<file path="src/rtl/mult_pkg.sv">
// rtl/mult_pkg.sv - shared types and constants for the Lab 6 multiplier
package mult_pkg;

  typedef enum logic {
    IDLE = 1'b0,
    HELD = 1'b1
  } press_state_e;

  // 5 ms of stable level at 100 MHz
  localparam int DB_CYCLES_DEFAULT = 500_000;
  localparam int OP_WIDTH          = 4;

endpackage

</file>
<file path="src/rtl/debouncer.sv">
// rtl/debouncer.sv - two-flop synchronizer plus counter debouncer for one bit
module debouncer #(
  parameter int DB_CYCLES = 4
) (
  input  logic clk_i,
  input  logic rst_i,
  input  logic din_i,
  output logic level_o
);

  localparam int CW = $clog2(DB_CYCLES + 1);
  localparam logic [CW-1:0] CNT_LAST = CW'(DB_CYCLES - 1);

  logic          sync1_q, sync2_q;
  logic          level_q, level_d;
  logic [CW-1:0] cnt_q, cnt_d;

  // Any sample matching the current level clears the count, so a bounce restarts it.
  always_comb begin
    level_d = level_q;
    cnt_d   = '0;
    if (sync2_q != level_q) begin
      if (cnt_q == CNT_LAST) begin
        level_d = ~level_q;
      end else begin
        cnt_d = cnt_q + CW'(1);
      end
    end
  end

  always_ff @(posedge clk_i or posedge rst_i) begin
    if (rst_i) begin
      sync1_q <= 1'b0;
      sync2_q <= 1'b0;
      level_q <= 1'b0;
      cnt_q   <= '0;
    end else begin
      sync1_q <= din_i;
      sync2_q <= sync1_q;
      level_q <= level_d;
      cnt_q   <= cnt_d;
    end
  end

  assign level_o = level_q;

endmodule

</file>
<file path="src/rtl/mult_input_ctrl.sv">
// rtl/mult_input_ctrl.sv - debounced Mult button to start pulse with operand capture
module mult_input_ctrl
  import mult_pkg::*;
#(
  parameter int DB_CYCLES = DB_CYCLES_DEFAULT,
  parameter int WIDTH     = OP_WIDTH
) (
  input  logic             clk,
  input  logic             RST,
  input  logic             BTN,
  input  logic [WIDTH-1:0] A_SW,
  input  logic [WIDTH-1:0] B_SW,
  input  logic             BUSY,
  output logic             MULT,
  output logic [WIDTH-1:0] A,
  output logic [WIDTH-1:0] B,
  output logic             DROP
);

  logic             db_level, db_level_prev_q, db_rise;
  logic [WIDTH-1:0] a_s1_q, a_s2_q, b_s1_q, b_s2_q;
  logic [WIDTH-1:0] a_q, a_d, b_q, b_d;
  logic             mult_q, mult_d, drop_q, drop_d;
  press_state_e     state_q, state_d;

  debouncer #(.DB_CYCLES(DB_CYCLES)) u_btn_db (
    .clk_i  (clk),
    .rst_i  (RST),
    .din_i  (BTN),
    .level_o(db_level)
  );

  assign db_rise = db_level & ~db_level_prev_q;

  always_comb begin
    state_d = state_q;
    mult_d  = 1'b0;
    drop_d  = 1'b0;
    a_d     = a_q;
    b_d     = b_q;
    case (state_q)
      IDLE: begin
        if (db_rise) begin
          state_d = HELD;
          if (BUSY) begin
            drop_d = 1'b1;
          end else begin
            mult_d = 1'b1;
            a_d    = a_s2_q;
            b_d    = b_s2_q;
          end
        end
      end
      HELD: begin
        if (!db_level) state_d = IDLE;
      end
      default: state_d = IDLE;
    endcase
  end

  always_ff @(posedge clk or posedge RST) begin
    if (RST) begin
      a_s1_q          <= '0;
      a_s2_q          <= '0;
      b_s1_q          <= '0;
      b_s2_q          <= '0;
      db_level_prev_q <= 1'b0;
      state_q         <= IDLE;
      mult_q          <= 1'b0;
      drop_q          <= 1'b0;
      a_q             <= '0;
      b_q             <= '0;
    end else begin
      a_s1_q          <= A_SW;
      a_s2_q          <= a_s1_q;
      b_s1_q          <= B_SW;
      b_s2_q          <= b_s1_q;
      db_level_prev_q <= db_level;
      state_q         <= state_d;
      mult_q          <= mult_d;
      drop_q          <= drop_d;
      a_q             <= a_d;
      b_q             <= b_d;
    end
  end

  assign MULT = mult_q;
  assign DROP = drop_q;
  assign A    = a_q;
  assign B    = b_q;

endmodule

</file>
<file path="config.mk">
export PLATFORM = sky130hd
export DESIGN_NAME = mult_input_ctrl
export DESIGN_NICKNAME = d
export VERILOG_FILES = /design/src/rtl/mult_pkg.sv /design/src/rtl/debouncer.sv /design/src/rtl/mult_input_ctrl.sv
export SDC_FILE = /design/constraint.sdc
export NUM_CORES = 1
export LEC_CHECK = 0
export BUFFER_PORTS_ARGS = -buffer_cell sky130_fd_sc_hd__buf_4
export CAP_MARGIN = 30
export CORE_UTILIZATION = 45
export DETAILED_ROUTE_END_ITERATION = 8
export PLACE_DENSITY = 0.66
export SLEW_MARGIN = 20
export SYNTH_ARGS = -nofsm -noshare
export SYNTH_HDL_FRONTEND = slang
export SYNTH_SLANG_ARGS = --single-unit
export TNS_END_PERCENT = 1
</file>
<file path="constraint.sdc">
create_clock -name clk -period 2.5 [get_ports clk]
set_input_delay 0.125 -clock clk [delete_from_list [all_inputs] [get_ports clk]]
set_output_delay 0.125 -clock clk [all_outputs]
set_load 0.005 [all_outputs]
</file>
==> Word-level counts from Yosys, hierarchy flattened <==
Index checks and enable logic that the tools add are counted.
{ "totals": {"ff_bits": 50, "inputBits": 12, "out_inout_bits": 10, "wordCells": 35} }
{ "classes": {"add_sub_neg": 1, "eq_ne": 2, "muxes": 11, "bitwise_logic": 5, "reduce_logical": 2} }
{ "op_table": {"columns": ["operator", "count"], "rows": [
  ["$mux 19", 2],
  ["$add 19x1->19 const B", 1],
  ["$eq 19x19->1 const B", 1],
  ["$mux 1", 8],
  ["$not 1->1", 4],
  ["$reduce_and 3->1", 1],
  ["$pmux 1 s2", 1],
  ["$reduce_and 2->1", 1],
  ["$and 1x1->1", 1],
  ["$ne 1x1->1", 1]
]} }

==> Logic depth before layout (Yosys ltp) <==
Gate-level depths: netlist (run 1).
{ "logic_depth": {"ltp_word": 4, "ltp_mapped": 5, "ltp_nobuf": 5} }

==> Cells and area by module <==
A second synthesis (run 1) with hierarchy kept.
{ "unflattened": {"cells_unflattened": 144, "hier_area_um2": 1933.1} }
{ "by_module_without_submodules": {"columns": ["module", "instances", "cells_per_inst", "area_each_um2", "seq_area_each_um2"], "rows": [
  ["debouncer", 1, 103, 1091.0, 550.5],
  ["mult_input_ctrl", 1, 41, 842.1, 700.7]
]} }

==> Worst setup path before layout (run 1) <==
No wires, ideal clock.
{ "synth_timing": {"kind": "register to register", "startpoint": "reg u_btn_db.cnt_q[9]", "endpoint": "reg u_btn_db.level_q, in the netlist u_btn_db.level_o", "setup_ns": 0.125, "arrival_time_ns": 1.791, "required_ns": 2.375, "setup_slack_ns": 0.585, "path_stages_with_launch": 5, "path_buffers": 0, "period_less_slack_ns": 1.915, "path_cell_list": "dfrtp_1 -> or4_1 -> or4_4 -> nor2_1 -> mux2_2"} }
{ "synth_between": {"elab_chain_len": 2} }
{ "synth_lines": {"columns": ["element", "line", "source"], "rows": [
  ["start, declared", "debouncer.sv:16", "logic [CW-1:0] cnt_q, cnt_d;"],
  ["start signal, assigned", "debouncer.sv:41", "cnt_q <= cnt_d;"],
  ["$eq 19x19->1", "debouncer.sv:23", "if (cnt_q == CNT_LAST) begin"],
  ["$reduce_and 2->1 (no line)", null, null],
  ["end signal, assigned", "debouncer.sv:40", "level_q <= level_d;"],
  ["end, declared", "debouncer.sv:15", "logic level_q, level_d;"]
]} }
Every way passes these cells.
A chain may end at the register's enable or synchronous reset.

==> Worst setup path in the final report (run 1) <==
{ "layout_timing": {"startpoint": "reg u_btn_db.cnt_q[9]", "endpoint": "reg u_btn_db.cnt_q[12]"} }
{ "layout_between": {"elab_chain_len": 3, "elab_cells_between_ends": 4, "cone_classes": "add/sub (1); eq/ne (1); mux (2)"} }
{ "layout_lines": {"columns": ["element", "line", "source"], "rows": [
  ["$add 19x1->19 / $eq 19x19->1 (equally long branches)", "debouncer.sv:26, debouncer.sv:23", null],
  ["$mux 19 *", "debouncer.sv:23", null],
  ["$mux 19 *", "debouncer.sv:22", "if (sync2_q != level_q) begin"],
  ["net u_btn_db.cnt_d[12]", "debouncer.sv:16", null]
]} }
Mark *: on every way through the listed nets, which the timed path passes. The rest lies on a longest branch.

==> results of run 1 <==
[synth_stat cells (2+ instances only)]
cell / number / share of area (%)
a21oi_1: 2 / 0.52
xnor2_1: 12 / 5.5
nor2_1: 19 / 3.7
nand3_1: 6 / 1.6
nand4_1: 5 / 1.6
inv_1: 8 / 1.6
nor3_1: 5 / 1.3
o21ai_0: 3 / 0.78
xor2_1: 3 / 1.4
or4_4: 2 / 1.2
nor4_1: 5 / 1.6
nand4bb_1: 2 / 1.2
nand2_1: 5 / 0.98
dfrtp_1: 50 / 65
mux2_2: 9 / 5.3
[area by class of cell]
type                       instances  area (um^2)  area share (%)
sequential                        50         1250            53.8
tap                               50         62.6            2.69
multi-input combinational         88          627            26.9
timing repair buffer              31          255            11.0
inverter                           8         31.3            1.34
clock buffer                       6         82.6            3.55
clock inverter                     2         17.5           0.753
[logic make-up (layout without fill, tap and decap cells)]
family | Yosys count | count (layout) | share of synthesized area, %
simple gates | 55 | 55 | 16.8
flops | 50 | 50 | 65.2
xor+xnor | 15 | 15 | 6.85
mux | 10 | 10 | 5.80
buf+inv | 9 | 47 | 2.15
compound gates | 7 | 7 | 2.54
fa+ha+maj | 1 | 1 | 0.652
[power groups by stage]
stage               sequential [uW]  clock, uW  combinational [uW]
floorplan                       849          0                25.7
global placement                851          0                42.3
detailed placement              853          0                43.2
CTS                             837        498                54.4
global route                    839        532                61.4
finish                          836        486                53.2
[metal layers]
metal  wire (um)  global-route usage, %
met2        1600                   27.9
met1        1390                   21.1
met4          57                   8.78
met3         101                   4.22
met5           0                      0
[per-stage QoR]
stage / setup WS (ns) / power, uW
floorplan: 0.585 / 875
global placement: 0.516 / 893
detailed placement: 0.445 / 896
CTS: 0.432 / 1390
global route: 0.308 / 1430
finish: 0.432 / 1380
[flip-flops by register name, indices dropped and copies added (netlist names)]
name,cells
db_level_prev_q,1
u_btn_db.sync1_q,1
DROP,1
state_q,1
A,4
u_btn_db.cnt_q,19
b_s2_q,4
MULT,1
u_btn_db.level_o,1
b_s1_q,4
a_s1_q,4
a_s2_q,4
u_btn_db.sync2_q,1
B,4
[final timing paths]
kind | start | to | slack (ns) | depth (start not counted)
max in group asynchronous | RST | A[2]$_DFFE_PP0P_ | 2.06 | 2
setup / recovery | u_btn_db.cnt_q[9]$_DFF_PP0_ | u_btn_db.cnt_q[12]$_DFF_PP0_ | 0.43 | 4
setup reg to reg | u_btn_db.cnt_q[9]$_DFF_PP0_ | u_btn_db.cnt_q[12]$_DFF_PP0_ | 0.43 | 4
hold / removal | RST | MULT$_DFF_PP0_ | -0.05 | 2
min in group clk | BUSY | DROP$_DFF_PP0_ | 0.10 | 2
hold reg to reg | a_s1_q[2]$_DFF_PP0_ | a_s2_q[2]$_DFF_PP0_ | 0.35 | 0
==> results.tsv, run 1 <==
stage	metric	value	unit
placed_design	PortBufs	21	
timing	WHS	-0.0516	ns
cts	clock transition at the registers of the reported paths	0.09	ns
cells_and_area	Layout Cells excl Fill	235	
route	Post-DRT Antenna Nets	0	
power	leakage power	0.00104	uW
status	failing checks	negative hold slack	
synth	Mapped Nets	160	
power	Clock Power Share	35.3	%
critical_path	Worst EP required	2.67	ns
cells_and_area	commonest non-fill, non-tap cell in the layout	dfrtp_1	
timing	setup TNS	0	ns
cells_and_area	Net count, final	197	
global_route	vias in the first global route	1235	
cts	CTS sink count	50	
route	vias per inst	5.08	
cells_and_area	ratio of cells with drive above 1 in the final layout	24.3	%
cts	Num CTS Buffers	5	
floorplanning	total I/O pin count	22	
cells_and_area	Final Core Density	57.4	%
global_route	Global Route Usage Sum	17.1	%
cells_and_area	diodes inserted	0	
cells_and_area	most frequent cells in the layout	dfrtp_1 (50), buf_4 (22), nor2_1 (19), xnor2_1 (12)	
critical_path	CP bufs+invs	0	
timing	clk_skew	0.00581	ns
timing	Final Max Slew Viols	0	
synth	Mapped Area	1920	um^2
power	Sequential Power Share	60.8	%
floorplanning	Initial Util	47.3	%
timing	Slew HR	46.0	%
cts	CTS root buf	clkbuf_8	
cts	worst skew pair latency	0.30	ns
worst_hold_path	Hold WC Path Type	in -> async	
global_route	global-route wire length before repair	5550	um
critical_path	CP Class	reg -> reg	
route	routed len/inst	13.4	um
cells_and_area	Synth-to-Final Area Change	21.3	%
cts	CTS H-Tree Depth	2	
power	pwr/cell area	591	nW/um^2
cts	hold_buf cts	9	
synth	Yosys warning total	0	
route	initial drt markers	48	
global_route	total grt overflow	0	
critical_path	slowest stage delay, CP	0.54	ns
critical_path	delay-heaviest family, CP	simple AND/OR/NAND/NOR gates	
cts	# resized after CTS	0	
critical_path	Worst Setup End Kind	flip-flop	
placed_design	DP HPWL	2140	um
synth	Synth Area per Inst	13.1	um^2
timing	Setup violations, final	0	
floorplanning	Chip Height	67.3	um
cells_and_area	fill count	331	
route	DRC Markers	0	
placed_design	Area after DPL	2140	um^2
critical_path	WP data arrival	2.24	ns
cts	Max Buffers Root-to-Sink	2	
floorplanning	die area	4530	um^2
cts	# Post-CTS Setup Buffers	0	
timing	min Tclk post-route	2.07	ns
power	Sw Pwr	296	uW
synth	top_reg_cell synth	dfrtp_1	
timing	Fmax	0.484	GHz
status	status	finished with violations	
power	Sw Share	21.5	%
placed_design	placed insts	218	
timing	Final Hold Viols	50	
synth	cell count after synthesis	147	
cells_and_area	final instance area	2330	um^2
floorplanning	number of placement rows	23	
power	Comb pwr share	3.9	%
floorplanning	Horiz. Die Dim	67.3	um
critical_path	startpoint types	flip-flop	
timing	RSZ-0062 raised after global routing	false	
timing	Tcrit/Tclk final	82.7	%
critical_path	slowest CP cell	or4_1	
power	Pint	1080	uW
critical_path	peak fanout along the critical path	18	
synth	synth unique cells	26	
placed_design	RePlAce Congestion	0.810	
critical_path	crit-path cells	or4_1 > or4_4 > o21ai_4 > nor2_1	
route	Total Wirelength	3140	um
synth	Yosys reg bits	50	
global_route	antenna violations before repair	0	
synth	Post-synth ARST share	100	%
route	DR pass1 iterations	4	
power	Peak VDD IR	0.395	mV
floorplanning	Core Box Area	4060	um^2
run	Max Cap Viol	0	
timing	worst-margin pin slew	0.809	ns
synth	number of synthesized flops with an enable pin	0	
global_route	largest net degree at the start of global routing	51	
route	DR vias	1194	
synth	sequential area share after synthesis	65.2	%
cts	CTS tree	done	
Power figures use the tool's default switching activity.
==> run 2, diff against run 1 <==
Settings changed: PLACE_DENSITY 0.66 to 0.69.
Clock period 2.5 ns to 1.85 ns, I/O delays scaled along.
==> run 2 against run 1 <==
Compared with the run above:
- the run ends with negative setup slack left
- core utilization grew 4.7 points
- setup slack got worse by 0.50 ns
- register-to-register slack worse by 0.50 ns
- via count grew 11%
- cell area increased by 8.2%
- sequential share of layout area decreased by 4.1 points
- global-route usage grew 1.9 points
- clock power grew 67%
- worst hold slack improved by 0.098 ns
- count of clock-buffer cells in the layout did not move
- combinational power up 73%
==> results.tsv, run 2 (same netlist as run 1, synthesis figures left out) <==
stage	metric	value	unit	change
global_route	vias in the first global route	1367		+11%
placed_design	Area after DPL	2280	um^2	+6.8%
floorplanning	Chip Height	67.3	um	unchanged
route	DRC Markers	0		unchanged
floorplanning	Horiz. Die Dim	67.3	um	unchanged
critical_path	Worst EP required	2.05	ns	-0.62 ns
cts	CTS H-Tree Depth	2		unchanged
timing	Fmax	0.521	GHz	+7.8%
timing	final setup margin	-0.0681	ns	-0.500 ns
cells_and_area	diodes inserted	0		unchanged
global_route	antenna violations before repair	0		unchanged
cts	worst skew pair latency	0.31	ns	about the same
route	vias per inst	5.20		+2.3%
cells_and_area	ratio of cells with drive above 1 in the final layout	32.2	%	+7.9 points
cells_and_area	final instance area	2520	um^2	+8.2%
route	Total Wirelength	3610	um	+15%
cts	CTS sink count	50		unchanged
route	initial drt markers	60		+25%
placed_design	PortBufs	21		unchanged
global_route	largest net degree at the start of global routing	51		unchanged
route	routed len/inst	14.2	um	+5.9%
run	Max Cap Viol	0		unchanged
timing	Final Hold Viols	0		-100%
cts	CTS tree	done		
floorplanning	die area	4530	um^2	unchanged
global_route	global-route wire length before repair	6060	um	+9.1%
placed_design	Post-Place Setup Slack	-0.0536	ns	-0.498 ns
cts	Num CTS Buffers	5		unchanged
cts	Max Buffers Root-to-Sink	2		unchanged
cells_and_area	Synth-to-Final Area Change	31.2	%	
power	pwr/cell area	806	nW/um^2	+36%
cts	clock transition at the registers of the reported paths	0.09	ns	about the same
route	Post-DRT Antenna Nets	0		unchanged
route	DR vias	1326		+11%
critical_path	slowest CP cell	or4_4		
worst_hold_path	Hold WC Path Type	in -> reg		
critical_path	CP Class	reg -> reg		
floorplanning	Initial Util	47.3	%	unchanged
status	status	finished with violations		
placed_design	RePlAce Congestion	0.828		+2.2%
global_route	total grt overflow	0		unchanged
critical_path	Crit path top cell by count	or4_4		
placed_design	DP HPWL	2400	um	+12%
cells_and_area	commonest non-fill, non-tap cell in the layout	dfrtp_1		
cells_and_area	Largest register FFs	19		unchanged
critical_path	startpoint types	flip-flop		
cells_and_area	Net count, final	217		+10%
critical_path	peak fanout along the critical path	2		-16
floorplanning	Core Box Area	4060	um^2	unchanged
timing	clk_skew	0.00808	ns	+0.00228 ns
status	failing checks	negative setup slack		
critical_path	WP data arrival	2.12	ns	-0.12 ns
timing	Final Max Slew Viols	0		unchanged
power	Peak VDD IR	0.633	mV	+60%
timing	Setup violations, final	19		+19
floorplanning	total I/O pin count	22		unchanged
power	leakage power	0.00114	uW	+11%
timing	worst-margin pin slew	0.601	ns	-0.209 ns
global_route	Global Route Usage Sum	19.0	%	+1.9 points
critical_path	crit-path cells	or4_4 > or4_4 > nor2_4 > mux2_4		
cts	CTS root buf	clkbuf_8		
timing	Slew HR	59.9	%	+14 points
critical_path	slowest stage delay, CP	0.54	ns	about the same
cells_and_area	fill count	313		-5.4%
timing	RSZ-0062 raised after global routing	true		
timing	Tcrit/Tclk final	104	%	+21 points
critical_path	Worst Setup End Kind	flip-flop		
timing	min Tclk post-route	1.92	ns	-0.150 ns
cells_and_area	most frequent cells in the layout	dfrtp_1 (50), buf_4 (40), nor2_1 (18), xnor2_1 (12), dlygate4sd3_1 (10)		
timing	WHS	0.0460	ns	+0.0976 ns
route	DR pass1 iterations	4		unchanged
floorplanning	number of placement rows	23		unchanged
cells_and_area	Most flops, register	u_btn_db.cnt_q		
## run 2: cell types whose count changed in the layout (fill, tap and decap cells not counted), sizes merged
cell         previous run  this run
inv                     7         9
dlygate4sd3             9        10
bufinv                  0         1
buf                    22        41
clkinv                  3         0
## run 2: final timing paths
check	from	endpoint	slack, ns	cells after the start
min	BUSY	DROP$_DFF_PP0_	0.05	2
min in group asynchronous	RST	b_s1_q[2]$_DFF_PP0_	0.51	4
max in group asynchronous	RST	u_btn_db.cnt_q[15]$_DFF_PP0_	0.93	4
min reg2reg	a_s1_q[0]$_DFF_PP0_	a_s2_q[0]$_DFF_PP0_	0.35	0
max	u_btn_db.cnt_q[9]$_DFF_PP0_	u_btn_db.level_o$_DFFE_PP0P_	-0.07	4
max reg2reg	u_btn_db.cnt_q[9]$_DFF_PP0_	u_btn_db.level_o$_DFFE_PP0P_	-0.07	4
## run 2: routing by layer
layer	up-vias	global-route usage, %	share of wire (%)
met4	0	7.98	1.8
met3	8	5.91	4.3
li1	623	-	-
met2	35	34.3	54
met5	-	0	0
met1	660	20.3	40
## run 2: timing repair
action	4_1_cts	5_1_grt
setup endpoints to repair	11	20
hold buffers	10	0
gates resized for setup	2	2
buffers inserted	0	0
hold endpoints to repair	59	0
pin swaps	0	1
## run 2: stage by stage
stage	instances	TNS [ns]	total power (uW)	utilization [%]
2_1_floorplan	147	-0.377	1180	-
3_3_place_gp	237	-0.0190	1220	56.2
3_5_place_dp	237	-0.0536	1230	56.2
4_1_cts	255	-0.359	2050	61.9
5_1_grt	255	-1.64	2110	62.1
6_report	255	-0.580	2030	62.1
## run 2: layout make-up
cell class / instances / area (um^2) / share of cell area, %
inverters: 8 / 30.0 / 1.19
repair buffers: 51 / 412 / 16.3
clock inverters: 2 / 38.8 / 1.54
well taps: 50 / 62.6 / 2.48
multi-input cells: 88 / 642 / 25.5
clock buffers: 6 / 82.6 / 3.28
flip-flops and latches: 50 / 1250 / 49.7
## run 2: power by group
group	total [uW]	switching (uW)	internal, uW
combinational	92.0	44.3	47.7
clock	811	366	445
sequential	1130	10.5	1120
## run 2: critical path, delay by kind of cell (launching register included)
family,cells,cell delay [ns]
mux,1,0.30
flops,1,0.39
simple gates,3,1.13
==> run 3, diff against run 2 <==
Settings changed: ABC_AREA set to 1, PLACE_DENSITY 0.69 to 0.68.
==> run 3 against run 2 <==
Compared with the run above:
- the run now ends clean
- clock skew shrank 0.0020 ns
- final cell count up 19%
- core utilization is 5.1 points lower
- register-to-register slack improved by 0.54 ns
- global-route usage is 2.9 points lower
- clock power fell by 16%
- flip-flop and latch count stayed put
- combinational power fell by 12%
==> results.tsv, run 3 <==
stage	metric	value	unit	change
synth	Yosys reg bits	50		unchanged
synth	Mapped Area	2020	um^2	+5.5%
critical_path	startpoint types	flip-flop		
global_route	vias in the first global route	1400		+2.4%
critical_path	peak fanout along the critical path	3		+1
synth	Post-synth top cells	nand2_1 (52), dfrtp_1 (50), nor2_1 (37), inv_1 (20), nand3_1 (10)		
route	vias per inst	4.71		-9.4%
synth	most common cell in the netlist	nand2_1		
global_route	largest net degree at the start of global routing	51		unchanged
critical_path	WP data arrival	1.57	ns	-0.55 ns
critical_path	worst reg2reg setup slack	0.47	ns	+0.54 ns
global_route	total grt overflow	0		unchanged
global_route	met2 usage	25.8	%	-8.5 points
global_route	met1 Use GR	19.9	%	-0.45 points
floorplanning	Core Box Area	4320	um^2	+6.6%
cts	Max Buffers Root-to-Sink	2		unchanged
critical_path	reg-to-reg startpoint	u_btn_db.cnt_q[0]$_DFF_PP0_		
synth	cell count after synthesis	210		+43%
cts	hold_buf cts	11		+1
floorplanning	Horiz. Die Dim	69.1	um	+2.6%
placed_design	Post-Place Setup Slack	0.458	ns	+0.512 ns
critical_path	Worst setup startpoint	u_btn_db.cnt_q[0]$_DFF_PP0_		
route	DRC Markers	0		unchanged
critical_path	R2R cell count	7		+3
synth	Synth Area per Inst	9.64	um^2	-26%
timing	RSZ-0062 raised after global routing	false		
cts	CTS tree	done		
cells_and_area	Final Core Density	57.0	%	-5.1 points
cells_and_area	final instance area	2460	um^2	-2.2%
cells_and_area	Most flops, register	u_btn_db.cnt_q		
cts	clock transition at the registers of the reported paths	0.10	ns	about the same
cts	CTS root buf	clkbuf_8		
power	leakage power	0.00116	uW	+1.8%
cts	# Post-CTS Setup Buffers	0		unchanged
floorplanning	Initial Util	46.8	%	-0.48 points
placed_design	Area after DPL	2250	um^2	-1.2%
worst_hold_path	depth of the worst hold-timing path	0		-2
floorplanning	die area	4770	um^2	+5.3%
timing	Slew HR	59.5	%	-0.48 points
synth	Mapped Nets	223		+39%
timing	Final Max Slew Viols	0		unchanged
critical_path	RR Endpoint	u_btn_db.cnt_q[12]$_DFF_PP0_		
worst_hold_path	Hold WC Path Type	reg -> reg		
timing	worst-margin pin slew	0.608	ns	+0.00715 ns
synth	top_reg_cell synth	dfrtp_1		
synth	Synth top area share	61.8	%	-3.4 points
global_route	layer with the highest usage	met2		
cts	# resized after CTS	0		-2
cells_and_area	ratio of cells with drive above 1 in the final layout	19.9	%	-12 points
cells_and_area	Layout Cells excl Fill	303		+19%
route	initial drt markers	79		+32%
synth	Post-synth ARST share	100	%	unchanged
global_route	Global Route Usage Sum	16.1	%	-2.9 points
placed_design	PortBufs	21		unchanged
cells_and_area	fill count	399		+27%
timing	min Tclk post-route	1.38	ns	-0.540 ns
cts	CTS sink count	50		unchanged
floorplanning	number of placement rows	24		+4.3%
timing	Tcrit/Tclk final	74.5	%	-29 points
timing	Fmax	0.726	GHz	+39%
timing	clk_skew	0.00604	ns	-0.00204 ns
synth	top cells by area, synth	dfrtp_1 (62%), nand2_1 (9.6%), nor2_1 (6.9%)		
timing	Final Hold Viols	0		unchanged
critical_path	Worst Setup End Kind	flip-flop		
power	Peak VDD IR	0.539	mV	-15%
status	status	completed		
power	pwr/cell area	765	nW/um^2	-5.1%
critical_path	CP Class	reg -> reg		
cells_and_area	diodes inserted	0		unchanged
synth	leading area contributor after synthesis	dfrtp_1		
placed_design	DP HPWL	2300	um	-4.2%
floorplanning	Chip Height	69.1	um	+2.6%
timing	setup TNS	0	ns	+0.580 ns
cells_and_area	most frequent cells in the layout	nand2_1 (52), dfrtp_1 (50), nor2_1 (37), buf_4 (22), inv_1 (19)		
floorplanning	total I/O pin count	22		unchanged
route	DR pass1 iterations	5		+1
timing	final setup margin	0.472	ns	+0.540 ns
cells_and_area	Net count, final	263		+21%
run	Max Cap Viol	0		unchanged
placed_design	RePlAce Congestion	0.813		-1.9%
global_route	antenna violations before repair	0		unchanged
critical_path	Critical Path End	u_btn_db.cnt_q[12]$_DFF_PP0_		
synth	sequential area share after synthesis	61.8	%	-3.4 points
route	Total Wirelength	3410	um	-5.5%
synth	number of synthesized flops with an enable pin	0		unchanged
global_route	GR Layer Usage met3	4.09	%	-1.8 points
cts	worst skew pair latency	0.30	ns	about the same
route	routed len/inst	11.3	um	-20%
critical_path	Worst EP required	2.04	ns	about the same
route	Post-DRT Antenna Nets	0		unchanged
synth	synth unique cells	21		-19%
placed_design	placed insts	284		+20%
timing	Setup violations, final	0		-19
route	DR vias	1428		+7.7%
synth	Yosys warning total	0		unchanged
cts	Num CTS Buffers	5		unchanged
cells_and_area	Largest register FFs	19		unchanged
global_route	global-route wire length before repair	6010	um	-0.81%
cells_and_area	Synth-to-Final Area Change	21.7	%	
cts	CTS H-Tree Depth	2		unchanged
cells_and_area	commonest non-fill, non-tap cell in the layout	nand2_1		
run 3: changes by cell type in the layout (fill, tap and decap cells not counted), moves of 8 or more:
cell,previous run,this run
buf_4,40,22
inv_1,7,19
mux2_2,8,0
nand2_1,5,52
nor2_1,18,37
xnor2_1,12,4
run 3: worst min path at each step:
stage | start | to | slack [ns]
after detailed placement | BTN | u_btn_db.sync1_q$_DFF_PP0_ | 0.20
after floorplan | A_SW[0] | a_s1_q[0]$_DFF_PP0_ | 0.12
after global placement | B_SW[0] | b_s1_q[0]$_DFF_PP0_ | 0.20
after global routing | u_btn_db.sync1_q$_DFF_PP0_ | u_btn_db.sync2_q$_DFF_PP0_ | 0.35
after CTS | u_btn_db.sync1_q$_DFF_PP0_ | u_btn_db.sync2_q$_DFF_PP0_ | 0.35
final | u_btn_db.sync1_q$_DFF_PP0_ | u_btn_db.sync2_q$_DFF_PP0_ | 0.35
run 3: routing by layer:
layer  part of all wire (%)  wire [um]
met5                      0          0
met4                    3.4        116
met3                    2.1         72
met2                     48       1640
met1                     46       1580
run 3: area by class of cell:
class / count / area [um^2] / share of cell area, %
flip-flops and latches: 50 / 1250 / 50.8
clock inverters: 2 / 16.3 / 0.660
multi-input cells: 137 / 687 / 27.9
inverters: 23 / 86.3 / 3.50
repair buffers: 33 / 275 / 11.2
clock buffers: 6 / 82.6 / 3.35
well taps: 52 / 65.1 / 2.64
run 3: report_power, final:
part           leakage [uW]  switching [uW]  total (uW)  internal [uW]
combinational      0.000463            42.6        81.1           38.5
clock             0.0000478             370         678            308
sequential         0.000654            8.88        1130           1120
total               0.00116             421        1880           1460
run 3: cell families after synthesis:
kind of cell	count (synthesis)	share of synthesized area, %
compound gates	8	1.98
buf+inv	23	4.26
fa+ha+maj	1	0.618
flops	50	61.8
xor+xnor	11	5.13
simple gates	117	26.2
run 3: stage by stage:
| step | hold WS, ns | power, uW |
|---|---|---|
| global placement | 0.202 | 1210 |
| floorplan | 0.124 | 1180 |
| global route | 0.349 | 1970 |
| CTS | 0.354 | 1910 |
| finish | 0.352 | 1880 |
| detailed placement | 0.203 | 1210 |
run 3: worst max-delay path, stage by stage (launching register included):
cell     delay [ns]
dfrtp_1        0.38
ha_1           0.17
nand2_1        0.09
nor2_1         0.16
nand2_1        0.15
nor2_2         0.14
xnor2_1        0.13
nor2_1         0.05
